## src/rtl/seg_pkg.sv

```systemverilog
// Shared types and glyph constants for the 7-segment scan capture path.
// Pure declarations and helper functions; no timing or flow control.
package seg_pkg;

    // Widest dig_sel the helper functions accept; NUM_DIGITS must not exceed this.
    localparam int MAX_DIGITS = 32;
    localparam int IDX_W      = $clog2(MAX_DIGITS);

    localparam logic [6:0] SEG_BLANK = 7'h7F;

    // Active-low segment patterns, bit order g..a, indexed by hex value.
    localparam logic [6:0] GLYPH_TABLE [16] = '{
        7'h40, 7'h79, 7'h24, 7'h30, 7'h19, 7'h12, 7'h02, 7'h78,
        7'h00, 7'h10, 7'h08, 7'h03, 7'h46, 7'h21, 7'h06, 7'h0E
    };

    typedef enum logic [1:0] {
        IDLE   = 2'd0,
        SETTLE = 2'd1,
        HOLD   = 2'd2
    } state_t;

    function automatic logic is_onehot(input logic [MAX_DIGITS-1:0] v);
        logic [MAX_DIGITS-1:0] one;
        one = {{(MAX_DIGITS-1){1'b0}}, 1'b1};
        return (v != '0) && ((v & (v - one)) == '0);
    endfunction

    function automatic logic [IDX_W-1:0] onehot_to_index(input logic [MAX_DIGITS-1:0] v);
        logic [IDX_W-1:0] idx;
        idx = '0;
        for (int i = 0; i < MAX_DIGITS; i++) begin
            if (v[i]) begin
                idx = IDX_W'(i);
            end
        end
        return idx;
    endfunction

endpackage

```

## src/rtl/seg7_to_hex.sv

```systemverilog
// Combinational active-low 7-segment pattern to hex nibble decoder.
// Zero latency; no flow control.
module seg7_to_hex
    import seg_pkg::*;
(
    input  logic [6:0] seg_n,
    output logic [3:0] nibble,
    output logic       hit,
    output logic       blank
);

    always_comb begin
        nibble = '0;
        hit    = 1'b0;
        for (int i = 0; i < 16; i++) begin
            if (seg_n == GLYPH_TABLE[i]) begin
                nibble = 4'(i);
                hit    = 1'b1;
            end
        end
    end

    assign blank = (seg_n == SEG_BLANK);

endmodule

```

## src/rtl/seg_scan_capture.sv

```systemverilog
// Recovers per-digit hex values from a multiplexed active-low 7-seg bus once a pattern is stable.
// Outputs land STABLE_CYCLES+1 edges after the sampling edge; passive monitor, no backpressure.
module seg_scan_capture
    import seg_pkg::*;
#(
    parameter int NUM_DIGITS    = 4,
    parameter int STABLE_CYCLES = 8
) (
    input  logic                    clock,
    input  logic                    reset,
    input  logic [6:0]              seg_n,
    input  logic [NUM_DIGITS-1:0]   dig_sel,
    output logic [4*NUM_DIGITS-1:0] hex_out,
    output logic [NUM_DIGITS-1:0]   digit_valid,
    output logic                    update,
    output logic                    bad_pattern
);

    localparam int               CNT_W    = (STABLE_CYCLES > 1) ? $clog2(STABLE_CYCLES) : 1;
    localparam logic [CNT_W-1:0] CNT_LAST = CNT_W'(STABLE_CYCLES - 1);

    logic [6:0]              s_seg_q, s_seg_d, p_seg_q, p_seg_d;
    logic [NUM_DIGITS-1:0]   s_sel_q, s_sel_d, p_sel_q, p_sel_d;
    state_t                  state_q, state_d;
    logic [CNT_W-1:0]        cnt_q, cnt_d;
    logic [4*NUM_DIGITS-1:0] hex_q, hex_d;
    logic [NUM_DIGITS-1:0]   valid_q, valid_d;
    logic                    update_q, update_d;
    logic                    bad_q, bad_d;

    logic [MAX_DIGITS-1:0]   sel_ext;
    logic [IDX_W-1:0]        sel_idx;
    logic                    sel_ok;
    logic                    change;
    logic                    accept;
    logic [3:0]              dec_nib;
    logic                    dec_hit;
    logic                    dec_blank;

    always_comb begin
        s_seg_d = seg_n;
        s_sel_d = dig_sel;
        p_seg_d = s_seg_q;
        p_sel_d = s_sel_q;
    end

    // Sampling pipeline keeps running through reset, so a pair held across
    // reset release already counts as unchanged on the first free cycle.
    always_ff @(posedge clock) begin
        s_seg_q <= s_seg_d;
        s_sel_q <= s_sel_d;
        p_seg_q <= p_seg_d;
        p_sel_q <= p_sel_d;
    end

    always_comb begin
        sel_ext                   = '0;
        sel_ext[NUM_DIGITS-1:0]   = s_sel_q;
    end

    assign sel_ok  = is_onehot(sel_ext);
    assign sel_idx = onehot_to_index(sel_ext);
    assign change  = (s_seg_q != p_seg_q) || (s_sel_q != p_sel_q);

    seg7_to_hex u_dec (
        .seg_n  (s_seg_q),
        .nibble (dec_nib),
        .hit    (dec_hit),
        .blank  (dec_blank)
    );

    always_ff @(posedge clock) begin
        if (reset) begin
            state_q <= IDLE;
            cnt_q   <= '0;
        end else begin
            state_q <= state_d;
            cnt_q   <= cnt_d;
        end
    end

    always_comb begin
        state_d = state_q;
        cnt_d   = cnt_q;
        accept  = 1'b0;
        case (state_q)
            IDLE: begin
                cnt_d = '0;
                if (sel_ok) begin
                    state_d = SETTLE;
                end
            end
            SETTLE: begin
                if (change) begin
                    cnt_d   = '0;
                    state_d = sel_ok ? SETTLE : IDLE;
                end else if (cnt_q == CNT_LAST) begin
                    accept  = 1'b1;
                    state_d = HOLD;
                end else begin
                    cnt_d = cnt_q + 1'b1;
                end
            end
            HOLD: begin
                if (change) begin
                    cnt_d   = '0;
                    state_d = sel_ok ? SETTLE : IDLE;
                end
            end
            default: begin
                state_d = IDLE;
                cnt_d   = '0;
            end
        endcase
    end

    always_comb begin
        hex_d    = hex_q;
        valid_d  = valid_q;
        update_d = 1'b0;
        bad_d    = 1'b0;
        if (accept) begin
            for (int i = 0; i < NUM_DIGITS; i++) begin
                if (IDX_W'(i) == sel_idx) begin
                    if (dec_hit) begin
                        hex_d[4*i +: 4] = dec_nib;
                        valid_d[i]      = 1'b1;
                        update_d        = !valid_q[i] || (hex_q[4*i +: 4] != dec_nib);
                    end else begin
                        // Blank or illegal: the last good nibble stays visible but is flagged invalid.
                        valid_d[i] = 1'b0;
                        update_d   = valid_q[i];
                        bad_d      = !dec_blank;
                    end
                end
            end
        end
    end

    always_ff @(posedge clock) begin
        if (reset) begin
            hex_q    <= '0;
            valid_q  <= '0;
            update_q <= 1'b0;
            bad_q    <= 1'b0;
        end else begin
            hex_q    <= hex_d;
            valid_q  <= valid_d;
            update_q <= update_d;
            bad_q    <= bad_d;
        end
    end

    assign hex_out     = hex_q;
    assign digit_valid = valid_q;
    assign update      = update_q;
    assign bad_pattern = bad_q;

endmodule
```

## config.mk

```make
export PLATFORM = sky130hd
export DESIGN_NAME = seg_scan_capture
export DESIGN_NICKNAME = d
export VERILOG_FILES = /design/src/rtl/seg_pkg.sv /design/src/rtl/seg7_to_hex.sv /design/src/rtl/seg_scan_capture.sv
export SDC_FILE = /design/constraint.sdc
export NUM_CORES = 1
export LEC_CHECK = 0
export CORE_MARGIN = 5
export CORE_UTILIZATION = 40
export CTS_BUF_LIST = sky130_fd_sc_hd__clkbuf_8
export DETAILED_ROUTE_END_ITERATION = 10
export PLACE_DENSITY = 0.7
export SLEW_MARGIN = 20
export SYNTH_ARGS = -nofsm -noshare
export SYNTH_HDL_FRONTEND = slang
export SYNTH_SLANG_ARGS = --single-unit
```

## constraint.sdc

```tcl
create_clock -name clock -period 2.76 [get_ports clock]
set_input_delay 0.276 -clock clock [delete_from_list [all_inputs] [get_ports clock]]
set_output_delay 0.276 -clock clock [all_outputs]
set_load 0.02 [all_outputs]
```

==> results.sh <==
export IMPL_maxCapViolations=0
export IMPL_ys_types=55
export IMPL_cp_start_kind="flop"
export IMPL_p_leak_nw=0.951
export IMPL_power_frac_seq_pct=54.4
export IMPL_area_growth_pct=17.3
export IMPL_slew_violations=0
export IMPL_root_buffer="clkbuf_8"
export IMPL_fin_ws_ns=0.288
export IMPL_r2r_end="hex_out[4]$_SDFFE_PP0P_"
export IMPL_ys_ff_latch=49
export IMPL_status="finished clean"
export IMPL_clock_latency_ns=0.30
export IMPL_numClockSinks=49
export IMPL_pre_cts_ws_ns=0.265
export IMPL_grt_pass1_vias=1728
export IMPL_p_switching_mw=0.318
export IMPL_syn_inst=246
export IMPL_skew_ns=0.00696
export IMPL_syn_area_um2=2390
export IMPL_cts_hold_buffers=0
export IMPL_final_setup_tns_ns=0
export IMPL_finalPower_mw=1.39
export IMPL_ys_flop_type="dfxtp_1"
export IMPL_synth_edf_count=0
export IMPL_path_cells="xnor2_1 > nand3_1 > nor3_2 > and3_1 > and3b_1 > mux2i_1 > nor2_1"
export IMPL_min_path_cells=1
export IMPL_tightest_slew_ns=0.818
export IMPL_period_minus_slack_ns=2.47
export IMPL_critPathRequiredTime_ns=2.96
export IMPL_relSlewSlack_pct=45.3
export IMPL_htree_levels=2
export IMPL_crit_type="reg -> reg"
export IMPL_cell_internal_pwr_mw=1.07
export IMPL_wirelength_mm=5.09
export IMPL_post_route_period_util_pct=89.6
export IMPL_die_area_um2=7620
export IMPL_cts_resized=0
export IMPL_combPwrFrac_pct=7.1
export IMPL_cp_end_kind="flop"
export IMPL_ys_warn_count=0
export IMPL_grt_overflow=0
export IMPL_io_buffers=34
export IMPL_wl_per_cell_um=14.7
export IMPL_track_usage_pct=14.1
export IMPL_core_um2=5850
export IMPL_hold_viol=0
export IMPL_holdWs_ns=0.398
export IMPL_critical_path_slowest_cell="dfxtp_1"
export IMPL_die_height_um=87.3
export IMPL_grt_max_degree=27
export IMPL_synth_top_area_share_pct=41.0
export IMPL_pwr_share_clk_pct=38.6
export IMPL_syn_avg_cell_area_um2=9.72
export IMPL_yosysTopAreaCell="dfxtp_1"
export IMPL_drive_above_1_share_pct=9.93
export IMPL_synth_async_reset_ratio_pct=0
export IMPL_setup_viol=0
export IMPL_cp_max_fo=13
export IMPL_path_buf_inv=0
export IMPL_worstPathArrival_ns=2.67
export IMPL_vias=1838
export IMPL_ir_worst_vdd_uv=302
export IMPL_slowest_delay_ns=0.62
export IMPL_cts_max_path_buffers=2
export IMPL_cts_setup_buffers=0
export IMPL_initial_utilization_pct=40.9
export IMPL_grt_first_pass_wirelength_mm=8.43
export IMPL_vias_per_cell=5.30
export IMPL_min_delay_start="seg_n[6]"
export IMPL_fp_row_count=28
export IMPL_seq_area_frac_synth_pct=41.0
export IMPL_pwr_density_cell_nw_per_um2=495
export IMPL_clkTransAtPathRegs_ns=0.09
export IMPL_die_x_um=87.3
export IMPL_cts_buffers=5
export IMPL_antenna_found_initial=0
export IMPL_postRouteAntennaNets=0
export IMPL_first_pass_iters=4
export IMPL_dp_hpwl_mm=3.63
export IMPL_remaining_drc_errors=0
export IMPL_final_common_cell="dfxtp_1"
export IMPL_diodes=0
export IMPL_path_delay_family="simple AND/OR/NAND/NOR gates"
export IMPL_r2r_slack_ns=0.29
export IMPL_reg2reg_from="p_seg_d[5]$_DFF_P_"
export IMPL_drtIter0Drc=106
export IMPL_reg2reg_depth=7
export IMPL_tritoncts="built"
export IMPL_fin_nets=286
export IMPL_layout_common_cells="dfxtp_1, clkdlybuf4s50_1, nor2_1"
export IMPL_switching_share_pct=22.9
export IMPL_final_core_util_pct=47.9
export IMPL_rsz0062_at_grt="false"
export IMPL_hold_end="p_seg_d[6]$_DFF_P_"
export IMPL_io_pins=35
export IMPL_max_freq_mhz=405
export IMPL_synth_area_top_cells="dfxtp_1, xnor2_1, mux2i_1, nor2_1, buf_6"
export IMPL_fill_cells=559
export IMPL_hold_path_class="in -> reg"
export IMPL_globalplace_congestion=0.829
export IMPL_synth_nets=261
## flip-flops by register name, summed over array words and instances (netlist names)
| signal | count |
|---|---|
| bad_pattern | 1 |
| p_seg_d | 7 |
| update | 1 |
| p_sel_q | 4 |
| digit_valid | 4 |
| state_q | 2 |
| p_seg_q | 7 |
| cnt_q | 3 |
| p_sel_d | 4 |
| hex_out | 16 |
## how the worst max path moves through the flow
stage | from | to | slack, ns | depth (start not counted)
3_5_place_dp | p_seg_d[6]$_DFF_P_ | hex_out[4]$_SDFFE_PP0P_ | 0.27 | 7
3_3_place_gp | p_seg_d[1]$_DFF_P_ | hex_out[9]$_SDFFE_PP0P_ | 0.36 | 7
4_1_cts | p_seg_d[6]$_DFF_P_ | hex_out[4]$_SDFFE_PP0P_ | 0.25 | 7
5_1_grt | p_seg_d[5]$_DFF_P_ | hex_out[2]$_SDFFE_PP0P_ | 0.02 | 7
6_report | p_seg_d[5]$_DFF_P_ | hex_out[4]$_SDFFE_PP0P_ | 0.29 | 7
2_1_floorplan | p_seg_d[0]$_DFF_P_ | update$_SDFF_PP0_ | 0.72 | 9
## layout make-up
type	instances	area [µm²]	share of cell area [%]
inverter	1	3.75	0.134
timing repair buffer	37	363	12.9
tap	75	93.8	3.35
clock buffer	6	82.6	2.94
clock inverter	2	37.5	1.34
multi-input combinational	177	1240	44.2
sequential	49	983	35.1
## power groups by stage
stage	sequential, mW	combinational [mW]	clock, mW
floorplan	0.753	0.0902	0
global placement	0.770	0.0958	0
detailed placement	0.771	0.0971	0
CTS	0.755	0.0985	0.551
global route	0.760	0.108	0.590
finish	0.756	0.0980	0.536
## per-stage QoR
step	std cells	cell area [µm²]
after floorplan	246	2390
after global placement	339	2680
after detailed placement	339	2680
after CTS	347	2800
after global routing	347	2810
final	347	2810
## logic make-up (layout without fill, tap and decap cells)
family | Yosys count | count (layout) | share of synthesized area, %
flops | 49 | 49 | 41.0
mux | 13 | 13 | 5.44
compound gates | 41 | 41 | 11.9
buf+inv | 20 | 46 | 7.06
xor+xnor | 21 | 21 | 7.69
simple gates | 99 | 99 | 25.4
fa+ha+maj | 3 | 3 | 1.47
## Yosys cell counts, types with 2 or more instances
| cell type | n |
|---|---|
| nor3_1 | 3 |
| dfxtp_1 | 49 |
| a31o_1 | 3 |
| nand3_1 | 12 |
| nand4_1 | 7 |
| o21ai_0 | 7 |
| a311oi_1 | 5 |
| nand2_1 | 9 |
| clkbuf_1 | 2 |
| buf_2 | 5 |
| ha_1 | 2 |
| buf_6 | 7 |
| nor2b_1 | 5 |
| nor4_1 | 2 |
| and3_1 | 4 |
| clkbuf_8 | 3 |
| and4b_1 | 5 |
| nor2_1 | 26 |
| a22oi_1 | 2 |
| xnor2_1 | 20 |
| a21oi_1 | 15 |
| nand2b_1 | 7 |
| nand4b_1 | 2 |
| mux2i_1 | 13 |
## per-layer routing
| layer | global-route usage (%) | routed length (µm) |
|---|---|---|
| met5 | 0 | 0 |
| met4 | 5.02 | 86 |
| met1 | 19.1 | 2410 |
| met3 | 3.88 | 226 |
| met2 | 21.6 | 2370 |
(Power assumes the default switching activity.)
